==> src/rtl/coin_anim_ctrl.sv <==
// Coin sprite animation/placement controller: steps through the sheet frames,
// drives the sheet ROM address from the beam and registers the masked pixel.
//
// state  | meaning
// HIDDEN | coin not drawn, new-frame events ignored
// SPIN   | coin drawn, frame advances every TICKS_PER_FRAME video frames
// FLASH  | pick-up: frame advances every video frame, coin blinks, then hides
module coin_anim_ctrl #(
   parameter int         SPRITE_W        = 16,
   parameter int         SPRITE_H        = 16,
   parameter int         NUM_FRAMES      = 8,
   parameter int         SHEET_W         = 128,
   parameter int         TICKS_PER_FRAME = 6,
   parameter int         FLASH_FRAMES    = 16,
   parameter logic [7:0] TRANSPARENT_IDX = 8'h00
) (
   input  logic                          vga_clk,
   input  logic                          Reset,
   input  logic [9:0]                    DrawX,
   input  logic [9:0]                    DrawY,
   input  logic                          vs,
   input  logic                          load,
   input  logic [9:0]                    coin_x,
   input  logic [9:0]                    coin_y,
   input  logic                          collected,
   output logic [10:0]                   rom_address,
   input  logic [7:0]                    rom_q,
   output logic                          pixel_on,
   output logic [7:0]                    pixel_idx,
   output logic [$clog2(NUM_FRAMES)-1:0] anim_frame,
   output logic                          active,
   output logic                          done
);

   localparam int FRAME_W = $clog2(NUM_FRAMES);
   localparam int TICK_W  = (TICKS_PER_FRAME > 1) ? $clog2(TICKS_PER_FRAME) : 1;
   localparam int FLASH_W = (FLASH_FRAMES > 4) ? $clog2(FLASH_FRAMES) : 2;

   typedef enum logic [1:0] {HIDDEN, SPIN, FLASH} state_t;

   state_t             state, state_n;
   logic [9:0]         px, py, px_n, py_n;
   logic [TICK_W-1:0]  tick, tick_n;
   logic [FRAME_W-1:0] frame, frame_n;
   logic [FLASH_W-1:0] flash_cnt, flash_n;
   logic               vs_q, nf, done_n;
   logic [10:0]        x_lo, y_lo, dx, dy;
   logic               hit, vis, pixel_next;

   assign nf = vs_q & ~vs;

   always_comb begin
      state_n = state;
      px_n    = px;
      py_n    = py;
      tick_n  = tick;
      frame_n = frame;
      flash_n = flash_cnt;
      done_n  = 1'b0;
      if (load) begin
         state_n = SPIN;
         px_n    = coin_x;
         py_n    = coin_y;
         tick_n  = '0;
         frame_n = '0;
         flash_n = '0;
      end else begin
         case (state)
            SPIN: begin
               if (collected) begin
                  state_n = FLASH;
                  flash_n = '0;
               end else if (nf) begin
                  if (tick == TICK_W'(TICKS_PER_FRAME - 1)) begin
                     tick_n  = '0;
                     frame_n = frame + 1'b1;
                  end else begin
                     tick_n = tick + 1'b1;
                  end
               end
            end
            FLASH: begin
               if (nf) begin
                  frame_n = frame + 1'b1;
                  flash_n = flash_cnt + 1'b1;
                  if (flash_cnt == FLASH_W'(FLASH_FRAMES - 1)) begin
                     state_n = HIDDEN;
                     done_n  = 1'b1;
                  end
               end
            end
            default: ;
         endcase
      end
   end

   // 11-bit compares keep a coin near the right/bottom edge from wrapping to 0
   assign x_lo = {1'b0, px};
   assign y_lo = {1'b0, py};
   assign dx   = {1'b0, DrawX} - x_lo;
   assign dy   = {1'b0, DrawY} - y_lo;
   assign hit  = active
               & ({1'b0, DrawX} >= x_lo) & ({1'b0, DrawX} < x_lo + 11'(SPRITE_W))
               & ({1'b0, DrawY} >= y_lo) & ({1'b0, DrawY} < y_lo + 11'(SPRITE_H));

   assign rom_address = hit ? (11'(frame * SPRITE_W) + dx + 11'(dy * SHEET_W)) : 11'd0;

   assign vis        = (state == SPIN) | ((state == FLASH) & ~flash_cnt[1]);
   assign pixel_next = hit & vis & (rom_q != TRANSPARENT_IDX);

   always_ff @(posedge vga_clk) begin
      if (Reset) begin
         state     <= HIDDEN;
         px        <= '0;
         py        <= '0;
         tick      <= '0;
         frame     <= '0;
         flash_cnt <= '0;
         vs_q      <= 1'b1;
         done      <= 1'b0;
         pixel_on  <= 1'b0;
         pixel_idx <= 8'h00;
      end else begin
         state     <= state_n;
         px        <= px_n;
         py        <= py_n;
         tick      <= tick_n;
         frame     <= frame_n;
         flash_cnt <= flash_n;
         vs_q      <= vs;
         done      <= done_n;
         pixel_on  <= pixel_next;
         pixel_idx <= pixel_next ? rom_q : 8'h00;
      end
   end

   assign anim_frame = frame;
   assign active     = (state != HIDDEN);

endmodule

==> config.mk <==
export PLATFORM = sky130hd
export DESIGN_NAME = coin_anim_ctrl
export DESIGN_NICKNAME = d
export VERILOG_FILES = /design/src/rtl/coin_anim_ctrl.sv
export SDC_FILE = /design/constraint.sdc
export NUM_CORES = 1
export LEC_CHECK = 0
export ABC_AREA = 1
export BUFFER_PORTS_ARGS = -buffer_cell sky130_fd_sc_hd__buf_2
export CORE_AREA = 2 2 119 63
export CTS_BUF_LIST = sky130_fd_sc_hd__clkbuf_4
export DETAILED_ROUTE_END_ITERATION = 12
export DIE_AREA = 0 0 121 65
export HOLD_SLACK_MARGIN = 0.02
export PLACE_DENSITY = 0.78
export SLEW_MARGIN = 40
export SYNTH_ARGS = -nofsm -noshare
export SYNTH_HDL_FRONTEND = slang
export SYNTH_SLANG_ARGS = --single-unit
==> constraint.sdc <==
create_clock -name vga_clk -period 2.5 [get_ports vga_clk]
set_input_delay 0 -clock vga_clk [delete_from_list [all_inputs] [get_ports vga_clk]]
set_output_delay 0 -clock vga_clk [all_outputs]
set_load 0.05 [all_outputs]
* Word-level counts from Yosys, hierarchy flattened
Cells that the tools add are included.
Widths: inputs -> output; s select.
** Word-level totals
- Latch bits :: 0
- Word-level logic and storage cells :: 80
- Bits in read-only memories :: 0
- Memory bits (writable) :: 0
- Memories kept :: 0
- Bits in registers :: 43
** Cells by class
- Reductions and logical operators :: 12
- Bitwise operators :: 15
- Multiplexer cells :: 16
- Divide/modulo/power cells :: 0
- Magnitude comparators :: 4
- Add/subtract/negate cells :: 9
- Multiply operators :: 0
- Equal/unequal tests :: 13
- Shifts and indexed selects :: 0
** Operator list (number)
- $add 10x5->11 const B :: 2
- $lt 10x11->1 :: 2
- $ge 10x10->1 :: 2
- $mux 3 :: 5
- $ne 2x2->1 const B :: 6
- $add 11x11->11 :: 1
- $add 7x11->11 :: 1
- $mux 11 :: 1
- $sub 10x10->11 :: 1
- $ne 3x3->1 const B :: 3
- $and 1x1->1 :: 8
- $mux 4 :: 2
- $pmux 4 s2 :: 1
- $reduce_and 4->1 :: 2
- $reduce_bool 8->1 :: 1
- $add 3x1->3 const B :: 2
- $mux 2 :: 3
- $not 1->1 :: 6
- $pmux 3 s2 :: 1
- $reduce_and 3->1 :: 2
- $reduce_and 5->1 :: 1
- $add 4x1->4 const B :: 1
- $eq 4x4->1 const B :: 1
- $pmux 2 s2 :: 1
- 10 further kinds :: 13

* Depth between registers and ports, before layout
- Word-level depth :: 9
- Depth in mapped cells :: 14

* Least setup slack after synthesis
OpenSTA, ideal clock, no wires.
- Path kind :: register to output
- Start point :: register frame[1] (netlist: anim_frame[1])
- End point :: output rom_address[8]
- Arrival :: 2923 ps
- Setup slack :: -423 ps
- Stages on the path, launching flop included :: 10
- Cells stage by stage :: dfxtp_1 > inv_1 > fa_1 > inv_1 > ha_1 > a21oi_1 > a21boi_1 > o21ai_0 > xnor2_1 > nor2_1
** On the way
- Cells in the longest elaborated chain, start to end :: 3
** RTL lines
- start: declaration :: RTL line 44 : logic [FRAME_W-1:0] frame, frame_n;
- start signal: assignment :: RTL line 128 : frame <= frame_n;
- $add 7x11->11 :: RTL line 106 : assign rom_address = hit ? (11'(frame * SPRITE_W) + dx + 11'(dy * SHEET_W)) : 11'd0;
- $add 11x11->11 :: RTL line 106
- $mux 11 :: RTL line 106
- end: declaration :: RTL line 26 : output logic [10:0] rom_address,
No other way between the ends.

* Final worst setup path
- Start point :: register py[0]
- End point :: output rom_address[9]
** On the way
- Cells in the longest elaborated chain, start to end :: 4
** RTL lines
- start: declaration :: RTL line 42 : logic [9:0] px, py, px_n, py_n;
- start signal: assignment :: RTL line 126 : py <= py_n;
- $add 10x5->11 or $ge 10x10->1 (tied branches) :: RTL line 104 : & ({1'b0, DrawY} >= y_lo) & ({1'b0, DrawY} < y_lo + 11'(SPRITE_H));
- $lt 10x11->1 or $and 1x1->1 (tied branches) :: RTL line 104
- $and 1x1->1 :: RTL line 104
- $mux 11 * :: RTL line 106
Every way passes the cells marked *; elsewhere a longest branch is shown, timed or not.

==> results.py <==
metrics = {
    "sta": {
        "fin_crit_sh": 1.21,
        "setup_viol": 11,
        "fmax_ghz": 0.330,
        "drv_slew": 0,
        "setup_slack_ns": -0.535,
        "period_needed_ns": 3.03,
        "final_hold_viol_count": 0,
        "relSlewSlack": 0.595,
        "tns_ns": -2.83,
        "worst_pin_slew_ns": 0.606,
        "rsz0062_at_grt": "yes",
        "skew_ns": 0.0118,
    },
    "clock_tree": {
        "clockBufferDepth": 2,
        "root_buffer": "clkbuf_4",
        "tritoncts": "built",
        "cts_inserted_buffers": 5,
        "htree_levels": 2,
        "clkTransAtPathRegs_ns": 0.16,
        "cts_sinks": 43,
        "clk_latency_ns": 0.37,
    },
    "synth": {
        "synth.avg_cell_area_um2": 7.42,
        "ys_top_cells_by_area": "dfxtp_1 25%, ha_1 17%, inv_1 9.3%",
        "synthCells": 459,
        "synth_edf_count": 0,
        "synth_area_um2": 3410,
        "synth-async-reset-ratio": 0,
        "yosys-top-cells-count": "84 x inv_1, 62 x nand2_1, 45 x ha_1, 43 x dfxtp_1, 41 x a21oi_1",
        "ys_seq_area_frac": 0.253,
        "yosysMostFrequentCell": "inv_1",
        "synth_fp_nets": 568,
        "yosys.area.top_type": "dfxtp_1",
        "synth_ff_type": "dfxtp_1",
        "yosysTopAreaCellShare": 0.253,
        "synth_cell_types": 40,
        "yosys_warnings": 0,
        "ys_ff_latch": 43,
    },
    "power": {
        "p_per_area_nw_per_um2": 453,
        "p_clk_frac": 0.175,
        "pwr-share-comb": 0.485,
        "sequentialPowerShare": 0.340,
        "p_sw_frac": 0.403,
        "p_leak_nw": 2.32,
        "power.switching_uw": 884,
        "p_int_mw": 1.31,
        "ir_worst_vdd_uv": 264,
    },
    "setup_path": {
        "crit_fanout": 5,
        "cp-start-kind": "flip-flop",
        "end_kind": "output port",
        "regToRegSetupSlack_ns": 0.15,
        "critical_path_class": "flip-flop to output port",
        "required_ns": 2.50,
        "cp.arrival_ns": 3.03,
    },
    "floorplan": {
        "die_h_um": 65,
        "coreArea_um2": 6960,
        "fp.dieW_um": 121,
        "ios": 78,
        "start_util": 0.489,
        "rows": 22,
        "dieArea_um2": 7870,
    },
    "final_layout": {
        "n_fill_cell": 521,
        "nNetsFinal": 699,
        "layout-drive-gt1-share": 0.301,
        "finalInstanceArea_um2": 4850,
        "n_antenna_cell": 0,
        "syn_to_final_growth_pct": 42.2,
    },
    "hold_path": {
        "hold_path_class": "input pin to flip-flop",
    },
    "drt": {
        "routed_wirelength_mm": 9.50,
        "wl_per_cell_um": 13.8,
        "drtPass1Iterations": 5,
        "dr_total_vias": 3460,
        "initialDrtViolationCount": 182,
        "drc": 0,
        "postRouteAntennaNets": 0,
        "via_per_inst": 5.04,
    },
    "global_route": {
        "antenna_found_initial": 0,
        "grt_overflow_total": 0,
        "grt_pass1_vias": 3304,
        "grt_usage": 0.246,
        "grt_max_degree": 40,
        "grt_pass1_wl_mm": 15.3,
    },
    "run_status": {
        "status": "finished, violations left",
        "violations": "setup timing",
    },
    "placed_design": {
        "placed_area_um2": 3990,
        "dp_hpwl_mm": 6.62,
        "numPortBuffers": 77,
        "gp_congestion": 0.921,
    },
    "job": {
        "max_cap_viol_count": 0,
    },
}
-- worst max-delay path, cell delays in order (launching register included) --
cell and delay (ns):
dfxtp_2 0.38, ha_4 0.14, fa_2 0.43, fa_1 0.51, inv_2 0.05, ha_4 0.30
nand4_1 0.11, o211ai_1 0.22, xor2_1 0.16, inv_1 0.09, nor2_4 0.10, buf_6 0.15
-- cell families (layout without fill, tap and decap cells) --
logic type,after synthesis,count (layout),share of synthesized area
buf+inv,99,231,0.111
simple gates,155,155,0.219
flops,43,43,0.253
compound gates,87,87,0.139
fa+ha+maj,56,56,0.230
xor+xnor,19,19,0.0488
-- through the flow --
step / util / hold WS (ns) / std cells / power [mW] / worst slack, ns
floorplan: - / 0.0691 / 459 / 1.34 / -0.0100
global placement: 0.573 / 0.204 / 632 / 1.53 / -0.158
detailed placement: 0.573 / 0.208 / 632 / 1.56 / -0.217
CTS: 0.679 / 0.128 / 683 / 2.13 / -0.525
global route: 0.696 / 0.142 / 687 / 2.34 / -0.622
finish: 0.696 / 0.141 / 687 / 2.19 / -0.535
-- flip-flops by register name, summed over array words and instances (netlist names) --
| signal | flops |
|---|---|
| anim_frame | 3 |
| done | 1 |
| flash_cnt | 4 |
| pixel_idx | 8 |
| pixel_on | 1 |
| px | 10 |
| py | 10 |
| state | 2 |
| tick | 3 |
| vs_q | 1 |
-- routing by layer --
| layer | global-route usage | vias to the layer above | wire (um) |
|---|---|---|---|
| met5 | 0 | - | 0 |
| met4 | 0.0349 | 0 | 88 |
| met3 | 0.0546 | 12 | 642 |
| met2 | 0.405 | 113 | 4190 |
| met1 | 0.339 | 1595 | 4580 |
| li1 | - | 1740 | - |
-- layout by cell type (no fill, tap or decap), types with 4 or more instances in the layout --
cell type	netlist	final
a21oi_1	41	37
a21oi_2	0	4
buf_2	0	66
buf_4	0	16
buf_6	1	10
clkbuf_4	0	5
dfxtp_1	43	32
dfxtp_2	0	9
dlygate4sd3_1	0	35
fa_1	11	9
ha_1	45	37
ha_4	0	7
inv_1	84	83
inv_2	6	8
nand2_1	62	61
nand3_1	17	12
nand4_1	6	6
nor2_1	35	33
nor2_2	17	8
nor2_4	3	14
nor3_1	5	4
o21ai_0	25	24
o21ai_1	8	8
xnor2_1	8	5
xor2_1	11	10
-- power by group through the flow --
stage	clock (mW)	sequential (mW)	combinational, mW
after floorplan	0	0.754	0.582
after global placement	0	0.752	0.778
after detailed placement	0	0.754	0.805
after CTS	0.391	0.741	0.998
after global routing	0.423	0.748	1.17
final	0.383	0.745	1.06
-- worst paths after layout --
path	depth (start not counted)	endpoint	startpoint
min reg2reg	2	py[3]	py[3]
max	11	rom_address[9]	py[0]
min	4	flash_cnt[1]	load
max reg2reg	13	pixel_idx[5]	px[4]
-- cell type report --
type / instances / area, um^2 / share of cell area
repair buffers: 131 / 991 / 0.204
well taps: 96 / 120 / 0.0248
multi-input cells: 317 / 2450 / 0.505
flip-flops and latches: 43 / 880 / 0.182
clock inverters: 3 / 23.8 / 0.00491
clock buffers: 5 / 37.5 / 0.00775
inverters: 92 / 345 / 0.0713
-- timing repair --
item	4_1_cts	5_1_grt
setup endpoints to repair	11	11
hold buffers	35	0
resized for setup	63	16
gates cloned	1	0
setup buffers	7	4
pin swaps	12	12
endpoints found under the hold margin	33	0
(Power assumes the default switching activity.)
